### src/rtl/xg_soc.sv
// xg_soc: UART byte receiver driving an 8-bit display, with optional echo.
// Define SOC_ECHO_EN to build the TX echo path and its holding buffer.
module xg_soc #(
  parameter int FREQ_MHZ = 50,
  parameter int BAUDS    = 115200
) (
  input  logic       clk,
  input  logic       reset_i,
  output logic [7:0] display_o,
  input  logic       rx_i,
  output logic       tx_o
);

  localparam int CPB_RAW = (FREQ_MHZ * 1000000) / BAUDS;
  localparam int CPB     = (CPB_RAW < 2) ? 2 : CPB_RAW;
  localparam int CW      = $clog2(CPB) + 1;

  localparam logic [CW-1:0] BIT_END  = CW'(CPB - 1);
  localparam logic [CW-1:0] HALF_END = CW'(CPB / 2 - 1);
  localparam logic [CW-1:0] ONE      = CW'(1);

  typedef enum logic [1:0] {
    S_IDLE,
    S_START,
    S_DATA,
    S_STOP
  } state_t;

  logic rx_s1;
  logic rx_s2;
  logic rx_d;

  // Two-flop synchronizer plus one delayed copy for edge detect.
  always_ff @(posedge clk) begin
    if (reset_i) begin
      rx_s1 <= 1'b1;
      rx_s2 <= 1'b1;
      rx_d  <= 1'b1;
    end else begin
      rx_s1 <= rx_i;
      rx_s2 <= rx_s1;
      rx_d  <= rx_s2;
    end
  end

  state_t        rx_st;
  state_t        rx_st_n;
  logic [CW-1:0] rx_cnt;
  logic [CW-1:0] rx_cnt_n;
  logic [2:0]    rx_bit;
  logic [2:0]    rx_bit_n;
  logic [7:0]    rx_sh;
  logic [7:0]    rx_sh_n;
  logic          rx_ok;

  // RX next state: mid-bit sampling timed from the start edge.
  always_comb begin
    rx_st_n  = rx_st;
    rx_cnt_n = rx_cnt;
    rx_bit_n = rx_bit;
    rx_sh_n  = rx_sh;
    rx_ok    = 1'b0;
    unique case (rx_st)
      S_IDLE: begin
        if (rx_d && !rx_s2) begin
          rx_st_n  = S_START;
          rx_cnt_n = '0;
        end
      end
      S_START: begin
        if (rx_cnt == HALF_END) begin
          rx_cnt_n = '0;
          rx_bit_n = '0;
          rx_st_n  = rx_s2 ? S_IDLE : S_DATA;
        end else begin
          rx_cnt_n = rx_cnt + ONE;
        end
      end
      S_DATA: begin
        if (rx_cnt == BIT_END) begin
          rx_cnt_n = '0;
          rx_sh_n  = {rx_s2, rx_sh[7:1]};
          rx_bit_n = rx_bit + 3'd1;
          if (rx_bit == 3'd7) begin
            rx_st_n = S_STOP;
          end
        end else begin
          rx_cnt_n = rx_cnt + ONE;
        end
      end
      S_STOP: begin
        if (rx_cnt == BIT_END) begin
          rx_cnt_n = '0;
          rx_st_n  = S_IDLE;
          rx_ok    = rx_s2;
        end else begin
          rx_cnt_n = rx_cnt + ONE;
        end
      end
      default: rx_st_n = S_IDLE;
    endcase
  end

  // RX state register; a good stop bit latches the byte to the display.
  always_ff @(posedge clk) begin
    if (reset_i) begin
      rx_st     <= S_IDLE;
      rx_cnt    <= '0;
      rx_bit    <= '0;
      rx_sh     <= '0;
      display_o <= 8'h00;
    end else begin
      rx_st  <= rx_st_n;
      rx_cnt <= rx_cnt_n;
      rx_bit <= rx_bit_n;
      rx_sh  <= rx_sh_n;
      if (rx_ok) begin
        display_o <= rx_sh;
      end
    end
  end

`ifdef SOC_ECHO_EN
  logic          rx_vld;
  state_t        tx_st;
  state_t        tx_st_n;
  logic [CW-1:0] tx_cnt;
  logic [CW-1:0] tx_cnt_n;
  logic [2:0]    tx_bit;
  logic [2:0]    tx_bit_n;
  logic [7:0]    tx_sh;
  logic [7:0]    tx_sh_n;
  logic          tx_q_n;
  logic          tx_free;
  logic          tx_load;
  logic [7:0]    tx_ld_d;
  logic          buf_full;
  logic          buf_full_n;
  logic [7:0]    buf_data;
  logic [7:0]    buf_data_n;

  // TX next state and holding-buffer arbitration.
  always_comb begin
    tx_st_n    = tx_st;
    tx_cnt_n   = tx_cnt;
    tx_bit_n   = tx_bit;
    tx_sh_n    = tx_sh;
    tx_q_n     = tx_o;
    tx_free    = 1'b0;
    tx_load    = 1'b0;
    tx_ld_d    = display_o;
    buf_full_n = buf_full;
    buf_data_n = buf_data;
    unique case (tx_st)
      S_IDLE: begin
        tx_free = 1'b1;
        tx_q_n  = 1'b1;
      end
      S_START: begin
        if (tx_cnt == BIT_END) begin
          tx_cnt_n = '0;
          tx_bit_n = '0;
          tx_st_n  = S_DATA;
          tx_q_n   = tx_sh[0];
        end else begin
          tx_cnt_n = tx_cnt + ONE;
        end
      end
      S_DATA: begin
        if (tx_cnt == BIT_END) begin
          tx_cnt_n = '0;
          tx_sh_n  = {1'b1, tx_sh[7:1]};
          tx_bit_n = tx_bit + 3'd1;
          if (tx_bit == 3'd7) begin
            tx_st_n = S_STOP;
            tx_q_n  = 1'b1;
          end else begin
            tx_q_n = tx_sh[1];
          end
        end else begin
          tx_cnt_n = tx_cnt + ONE;
        end
      end
      S_STOP: begin
        if (tx_cnt == BIT_END) begin
          tx_cnt_n = '0;
          tx_st_n  = S_IDLE;
          tx_q_n   = 1'b1;
          tx_free  = 1'b1;
        end else begin
          tx_cnt_n = tx_cnt + ONE;
        end
      end
      default: tx_st_n = S_IDLE;
    endcase
    // Buffered byte goes first; a new byte then refills the freed slot.
    if (tx_free) begin
      if (buf_full) begin
        tx_load    = 1'b1;
        tx_ld_d    = buf_data;
        buf_full_n = rx_vld;
        if (rx_vld) begin
          buf_data_n = display_o;
        end
      end else if (rx_vld) begin
        tx_load = 1'b1;
      end
    end else if (rx_vld && !buf_full) begin
      buf_full_n = 1'b1;
      buf_data_n = display_o;
    end
    if (tx_load) begin
      tx_st_n  = S_START;
      tx_cnt_n = '0;
      tx_sh_n  = tx_ld_d;
      tx_q_n   = 1'b0;
    end
  end

  // TX state register; reset forces the line idle on the next edge.
  always_ff @(posedge clk) begin
    if (reset_i) begin
      rx_vld   <= 1'b0;
      tx_st    <= S_IDLE;
      tx_cnt   <= '0;
      tx_bit   <= '0;
      tx_sh    <= '0;
      tx_o     <= 1'b1;
      buf_full <= 1'b0;
      buf_data <= '0;
    end else begin
      rx_vld   <= rx_ok;
      tx_st    <= tx_st_n;
      tx_cnt   <= tx_cnt_n;
      tx_bit   <= tx_bit_n;
      tx_sh    <= tx_sh_n;
      tx_o     <= tx_q_n;
      buf_full <= buf_full_n;
      buf_data <= buf_data_n;
    end
  end
`else
  assign tx_o = 1'b1;
`endif

endmodule

### config.mk
export PLATFORM = sky130hd
export DESIGN_NAME = xg_soc
export DESIGN_NICKNAME = d
export VERILOG_FILES = /design/src/rtl/xg_soc.sv
export SDC_FILE = /design/constraint.sdc
export NUM_CORES = 1
export LEC_CHECK = 0
export CELL_PAD_IN_SITES_DETAIL_PLACEMENT = 2
export CELL_PAD_IN_SITES_GLOBAL_PLACEMENT = 2
export CORE_MARGIN = 2
export CORE_UTILIZATION = 35
export DETAILED_ROUTE_END_ITERATION = 10
export MAX_ROUTING_LAYER = met4
export PLACE_DENSITY = 0.77
export SYNTH_ARGS = -nofsm -noshare
export SYNTH_HDL_FRONTEND = slang
export SYNTH_SLANG_ARGS = --single-unit
### constraint.sdc
create_clock -name clk -period 2.15 [get_ports clk]
set_input_delay 0.3225 -clock clk [delete_from_list [all_inputs] [get_ports clk]]
set_output_delay 0.3225 -clock clk [all_outputs]
set_load 0.1 [all_outputs]
==> flow_summary.json, run 1 <==
{
  "status": "finished, final reports clean",
  "layout_cells_sized_above_1_pct": 17.7,
  "capture_point_of_the_worst_reg_to_reg_path": "rx_cnt[6]",
  "ir_drop_mv": 0.269,
  "grt_pass1_vias": 1633,
  "largest_cells_by_area_after_synthesis": "sky130_fd_sc_hd__dfxtp_1 41%, sky130_fd_sc_hd__a21oi_1 8.1%, sky130_fd_sc_hd__nand3_1 6.6%, sky130_fd_sc_hd__o21ai_1 5.7%, sky130_fd_sc_hd__ha_1 3.7%",
  "cts-root-to-sink-buffers": 2,
  "synth-edff-count": 0,
  "drt.antenna.violating_nets": 0,
  "power.total_mw": 1.22,
  "die_height_um": 73.2,
  "synth_simple_gate_area_share_pct": 21.3,
  "required_ns": 2.36,
  "netlist-cell-type-count": 42,
  "first_pass_grt_wire_length_mm": 8.07,
  "synth_fp_nets": 207,
  "total_leakage_power_nw": 0.634,
  "postCtsResizedCells": 0,
  "synth.cell_area_sq_um": 1680,
  "synth_top_family_by_area": "compound AO/OA/AOI/OAI gates",
  "finalHoldViolCount": 0,
  "floorplan.rows": 25,
  "max_freq_mhz": 498,
  "finClkSkew_ns": 0.00396,
  "sequential_cell_area_sq_um": 681,
  "htree_num_levels": 2,
  "max_cap_violations": 0,
  "xor_xnor_fraction_of_synth_area_pct": 0,
  "worstSetupStartpointType": "flip-flop",
  "detail_route.vias_per_cell": 5.76,
  "synthesis_stage_register_bit_count": 34,
  "post_synth.cell_area_avg_sq_um": 8.43,
  "largest_net_degree_at_the_start_of_global_routing": 24,
  "cts_setup_buffers": 0,
  "clk_pin_slew_ns": 0.07,
  "timing.critical_path.arrival_ns": 2.21,
  "final-max-slew-violation-count": 0,
  "rsz_0062_raised_after_global_routing": "false",
  "ys_async_sr_fraction_pct": 0,
  "die_w_um": 73.2,
  "antenna_diode_instance_count": 0,
  "global_route.overflow_total": 0,
  "global_route.usage.total_pct": 20.5,
  "proportion_of_synthesized_chip_area_in_sequential_cells_pct": 40.6,
  "min_from": "rx_s1",
  "design.die.area_sq_um": 5360,
  "place.port_buffers": 10,
  "nets_finish": 216,
  "tightest_slew_ns": 0.569,
  "core_area_sq_um": 4660,
  "totalWireLength_mm": 4.76,
  "worst_path_class_setup": "flip-flop to flip-flop",
  "drt_first_iter_violations": 61,
  "area.growth.synth_to_final_pct": 12.5,
  "multi_input_gate_area_sq_um": 865,
  "r2r_cells": 7,
  "yosys.area.top_type_share_pct": 40.6,
  "report.final.setup_viol": 0,
  "floorplan.io_pins": 12,
  "postSynthCellCount": 199,
  "min_to": "rx_s2",
  "yosysMostFrequentCell": "sky130_fd_sc_hd__dfxtp_1",
  "hold_buffers": 0,
  "whs_path_depth": 1,
  "slowest_stage": "sky130_fd_sc_hd__dfxtp_1",
  "relSlewSlack_pct": 61.9,
  "cts_sinks": 34,
  "timing.reg2reg.setup_slack_ns": 0.14,
  "gp_congestion": 0.837,
  "grt_antenna_before_repair": 0,
  "total_power_divided_by_cell_area_nw_per_um2": 650,
  "routed-via-count": 1514,
  "drc": 0,
  "num_cts_buffers": 5,
  "share_of_the_synthesized_area_in_compound_gates_ao_oa_aoi_oai_pct": 26.3,
  "ys.flop_type": "sky130_fd_sc_hd__dfxtp_1",
  "fraction_of_the_mapped_netlist_area_in_adder_cells_pct": 3.73,
  "setup_total_negative_slack_ns": 0,
  "crit_path_max_incr_delay_ns": 0.45,
  "r2r-start": "rx_cnt[0]",
  "critical_path.max_fanout": 11,
  "detail_route.first_pass.iterations": 4,
  "finalWorstPathRequiredPeriod_ns": 2.01,
  "worstPathCellList": "inv_1 > ha_1 > nor4b_2 > a311oi_2 > buf_4 > o21ai_0 > a221oi_2",
  "effective_utilization_at_floorplan_pct": 36.0,
  "endpoint_kind": "flip-flop",
  "layout_worst_path_cycle_share_pct": 93.3,
  "insertion_delay_ns": 0.29,
  "worst_hold_path_type": "flip-flop to flip-flop",
  "clockRootBuffer": "sky130_fd_sc_hd__clkbuf_8",
  "tritoncts_clock_tree": "yes",
  "synth.mux.area_fraction_pct": 0,
  "drt-wirelength-per-cell_um": 18.1,
  "dp_hpwl_mm": 3.24,
  "synth_top_cells_by_count": "34 x sky130_fd_sc_hd__dfxtp_1, 27 x sky130_fd_sc_hd__a21oi_1, 22 x sky130_fd_sc_hd__nand3_1",
  "synthDominantAreaCellType": "sky130_fd_sc_hd__dfxtp_1",
  "ys.warnings.count": 0,
  "fill_cells": 537
}
-- placed cells by master (no fill, tap or decap), types with 5 or more instances in the layout --
cell type,instances
sky130_fd_sc_hd__nand3_1,22
sky130_fd_sc_hd__inv_1,8
sky130_fd_sc_hd__ha_1,5
sky130_fd_sc_hd__nor2_1,8
sky130_fd_sc_hd__buf_4,17
sky130_fd_sc_hd__dfxtp_1,34
sky130_fd_sc_hd__o22ai_1,6
sky130_fd_sc_hd__o21ai_1,19
sky130_fd_sc_hd__clkbuf_8,6
sky130_fd_sc_hd__nand2_1,9
sky130_fd_sc_hd__nand4_1,5
sky130_fd_sc_hd__a21oi_1,27
-- through the flow --
stage	area, sq um	std cells	worst slack (ns)	utilization [%]	hold slack [ns]
after CTS	1890	263	0.145	40.5	0.422
after global routing	1890	263	0.00908	40.5	0.438
final	1890	263	0.144	40.5	0.418
after detailed placement	1790	255	0.176	38.4	0.406
after global placement	1790	255	0.336	38.4	0.401
after floorplan	1680	199	0.462	-	0.389
-- cell families after synthesis --
group / count (synthesis)
buffers and inverters: 25
AND/OR/NAND/NOR: 64
other: 1
flip-flops: 34
AO/OA/AOI/OAI: 70
adder cells (fa/ha/maj): 5
-- flip-flops by register name, summed over array words and instances (netlist names), named ones only --
name / flops
rx_st: 1
rx_s2: 1
rx_bit: 3
rx_s1: 1
display_o: 8
rx_cnt: 10
rx_d: 1
rx_sh: 8
-- layer usage --
metal  vias up  share of wire, %  global-route usage [%]
met5         -                 0                       -
met4         0              0.92                    6.17
met3         4               1.9                    3.73
met2        12                50                    33.6
met1       757                48                    25.6
li1        741                 -                       -
-- worst max-delay path: cells and delay by family (launching register included) --
kind | cells | cell delay (ns)
AOI/OAI and AO/OA | 3 | 0.73
adders and majority gates | 1 | 0.21
buffers and inverters | 2 | 0.37
DFF | 1 | 0.45
and+or+nand+nor | 1 | 0.17
-- worst max path at each step --
stage,from,end,slack (ns),cells past startpoint
detailed placement,rx_cnt[0],rx_cnt[6],0.18,7
finish,rx_cnt[0],rx_cnt[6],0.14,7
CTS,rx_cnt[0],rx_cnt[6],0.14,7
floorplan,rx_cnt[0],rx_cnt[6],0.46,7
global route,rx_cnt[0],rx_cnt[6],0.009,7
global placement,rx_cnt[0],rx_cnt[6],0.34,7
-- area by class of cell --
| class | instances | area share (%) |
|---|---|---|
| timing repair buffer | 19 | 7.83 |
| clock inverter | 2 | 0.664 |
| clock buffer | 6 | 4.38 |
| inverter | 8 | 1.59 |
| tap | 54 | 3.58 |
| sequential | 34 | 36.1 |
| multi-input combinational | 140 | 45.9 |
-- power breakdown --
| part | leakage [nW] | internal [mW] | switching, mW |
|---|---|---|---|
| Sequential | 0.275 | 0.634 | 0.00466 |
| Clock | 0.0472 | 0.257 | 0.244 |
| Combinational | 0.312 | 0.0258 | 0.0585 |
| Total | 0.634 | 0.918 | 0.307 |
Power figures use the tool's default switching activity.
==> inputs of run 2 (changes only) <==
- MAX_ROUTING_LAYER: met4 -> not set
==> run 2 against run 1 <==
Effect of this change: wire length rose by 0.67%; power barely moved; via count rose by 0.13%; register-to-register slack barely moved; clock-buffer cell count did not move.
==> flow_summary.json, run 2 (synthesis gave the netlist of run 1 again) <==
{
  "area.growth.synth_to_final_pct": 12.5,
  "drc": 0,
  "timing.critical_path.from": "rx_cnt[0]",
  "status": "finished, final reports clean",
  "crit_path_max_incr_delay_ns": 0.45,
  "num_cts_buffers": 5,
  "part_of_the_power_in_combinational_logic_pct": 6.9,
  "switchingPower_uw": 306,
  "sequential_cell_area_sq_um": 681,
  "largest_net_degree_at_the_start_of_global_routing": 24,
  "cts_sinks": 34,
  "detail_route.vias_per_cell": 5.76,
  "max_cap_violations": 0,
  "worstSetupStartpointType": "flip-flop",
  "slowest_stage": "sky130_fd_sc_hd__dfxtp_1",
  "final-max-slew-violation-count": 0,
  "core_area_sq_um": 4660,
  "design.die.area_sq_um": 5360,
  "power.total_mw": 1.22,
  "endpoint": "rx_cnt[6]",
  "endpoint_kind": "flip-flop",
  "r2r-start": "rx_cnt[0]",
  "nets_finish": 216,
  "critical_path.max_fanout": 11,
  "global_route.usage.met1_pct": 25.7,
  "htree_num_levels": 2,
  "required_ns": 2.36,
  "timing.critical_path.arrival_ns": 2.21,
  "worst_hold_path_type": "flip-flop to flip-flop",
  "drt-wirelength-per-cell_um": 18.2,
  "cts_setup_buffers": 0,
  "multi_input_gate_area_sq_um": 865,
  "totalWireLength_mm": 4.79,
  "clockRootBuffer": "sky130_fd_sc_hd__clkbuf_8",
  "finalWorstPathRequiredPeriod_ns": 2.00,
  "finalHoldViolCount": 0,
  "tightest_slew_ns": 0.558,
  "dp_worst_setup_slack_ns": 0.176,
  "power.share.sequential_pct": 52.2,
  "die_w_um": 73.2,
  "grt_pass1_vias": 1627,
  "gp_congestion": 0.825,
  "routed-via-count": 1516,
  "met2_usage_pct": 33.6,
  "layout_worst_path_cycle_share_pct": 93.2,
  "relSlewSlack_pct": 62.7,
  "drt_first_iter_violations": 55,
  "report.final.setup_viol": 0,
  "cell_internal_pwr_uw": 918,
  "die_height_um": 73.2,
  "tritoncts_clock_tree": "yes",
  "antenna_diode_instance_count": 0,
  "dpl-instance-area_sq_um": 1790,
  "power.switching_fraction_pct": 25.0,
  "global_route.overflow_total": 0,
  "cts-root-to-sink-buffers": 2,
  "postCtsResizedCells": 0,
  "detail_route.first_pass.iterations": 4,
  "whs_path_depth": 1,
  "grt.busiest_layer": "met2",
  "final_design_area_no_fill_sq_um": 1890,
  "floorplan.io_pins": 12,
  "commonest_non_fill_non_tap_cells_in_the_layout": "34 x sky130_fd_sc_hd__dfxtp_1, 27 x sky130_fd_sc_hd__a21oi_1, 22 x sky130_fd_sc_hd__nand3_1, 19 x sky130_fd_sc_hd__o21ai_1, 17 x sky130_fd_sc_hd__buf_4",
  "fill_cells": 537,
  "total_power_divided_by_cell_area_nw_per_um2": 649,
  "first_pass_grt_wire_length_mm": 8.06,
  "largest_register_by_flop_count": "rx_cnt",
  "place.port_buffers": 10,
  "worst_path_class_setup": "flip-flop to flip-flop",
  "total_leakage_power_nw": 0.634,
  "timing.reg2reg.setup_slack_ns": 0.15,
  "global_route.usage.total_pct": 20.0,
  "grt_antenna_before_repair": 0,
  "capture_point_of_the_worst_reg_to_reg_path": "rx_cnt[6]",
  "max_freq_mhz": 499,
  "power_frac_clock_pct": 40.9,
  "gr-usage-met3_pct": 3.73,
  "largestRegisters": "rx_cnt (10), display_o (8), rx_sh (8)",
  "final_util_pct": 40.5,
  "drt.antenna.violating_nets": 0,
  "effective_utilization_at_floorplan_pct": 36.0,
  "final.setup.worst_slack_ns": 0.145,
  "largest_register_ffs": 10,
  "clk_pin_slew_ns": 0.07,
  "setup_total_negative_slack_ns": 0,
  "floorplan.rows": 25,
  "finClkSkew_ns": 0.00343,
  "ir_drop_mv": 0.268,
  "rsz_0062_raised_after_global_routing": "false",
  "dp_hpwl_mm": 3.24,
  "insertion_delay_ns": 0.29,
  "layout_cells_sized_above_1_pct": 17.7,
  "layout_commonest_cell": "sky130_fd_sc_hd__dfxtp_1",
  "r2r_cells": 7,
  "worstPathCellList": "inv_1 > ha_1 > nor4b_2 > a311oi_2 > buf_4 > o21ai_0 > a221oi_2",
  "hold_buffers": 0
}
## run 2: cell counts in the layout (fill, tap and decap cells not counted)
Identical to the previous run, type by type.
## run 2: power by group through the flow
stage / Combinational (mW) / Clock [mW] / Sequential, mW
after CTS: 0.0854 / 0.523 / 0.639
final: 0.0844 / 0.500 / 0.639
after detailed placement: 0.0846 / 0 / 0.653
after global placement: 0.0811 / 0 / 0.653
after floorplan: 0.0602 / 0 / 0.652
after global routing: 0.0920 / 0.542 / 0.639
## run 2: worst min path at each step
| stage | startpoint | endpoint | slack, ns |
|---|---|---|---|
| final | rx_s1 | rx_s2 | 0.42 |
| after global routing | rx_s1 | rx_s2 | 0.44 |
| after CTS | rx_s1 | rx_s2 | 0.42 |
| after detailed placement | rx_s1 | rx_s2 | 0.41 |
| after global placement | rx_s1 | rx_s2 | 0.40 |
| after floorplan | rx_s1 | rx_s2 | 0.39 |
## run 2: through the flow
stage,std cells,hold slack [ns]
3_5_place_dp,255,0.406
3_3_place_gp,255,0.401
6_report,263,0.417
5_1_grt,263,0.438
2_1_floorplan,199,0.389
4_1_cts,263,0.422
## run 2: final cells by class
| type | instances | area share, % |
|---|---|---|
| clock buffers | 6 | 4.38 |
| clock inverters | 2 | 0.664 |
| inverters | 8 | 1.59 |
| multi-input cells | 140 | 45.9 |
| flip-flops and latches | 34 | 36.1 |
| well taps | 54 | 3.58 |
| repair buffers | 19 | 7.83 |
## run 2: routing by layer
| layer | up-vias | part of all wire (%) |
|---|---|---|
| li1 | 741 | - |
| met1 | 755 | 47 |
| met2 | 16 | 50 |
| met3 | 4 | 2.5 |
| met4 | 0 | 0.96 |
| met5 | - | 0 |
## run 2: worst max-delay path, delay by kind of cell, from the launching register on
family,cells,cell delay [ns]
compound gates,3,0.73
flops,1,0.45
buf+inv,2,0.37
fa+ha+maj,1,0.21
simple gates,1,0.17
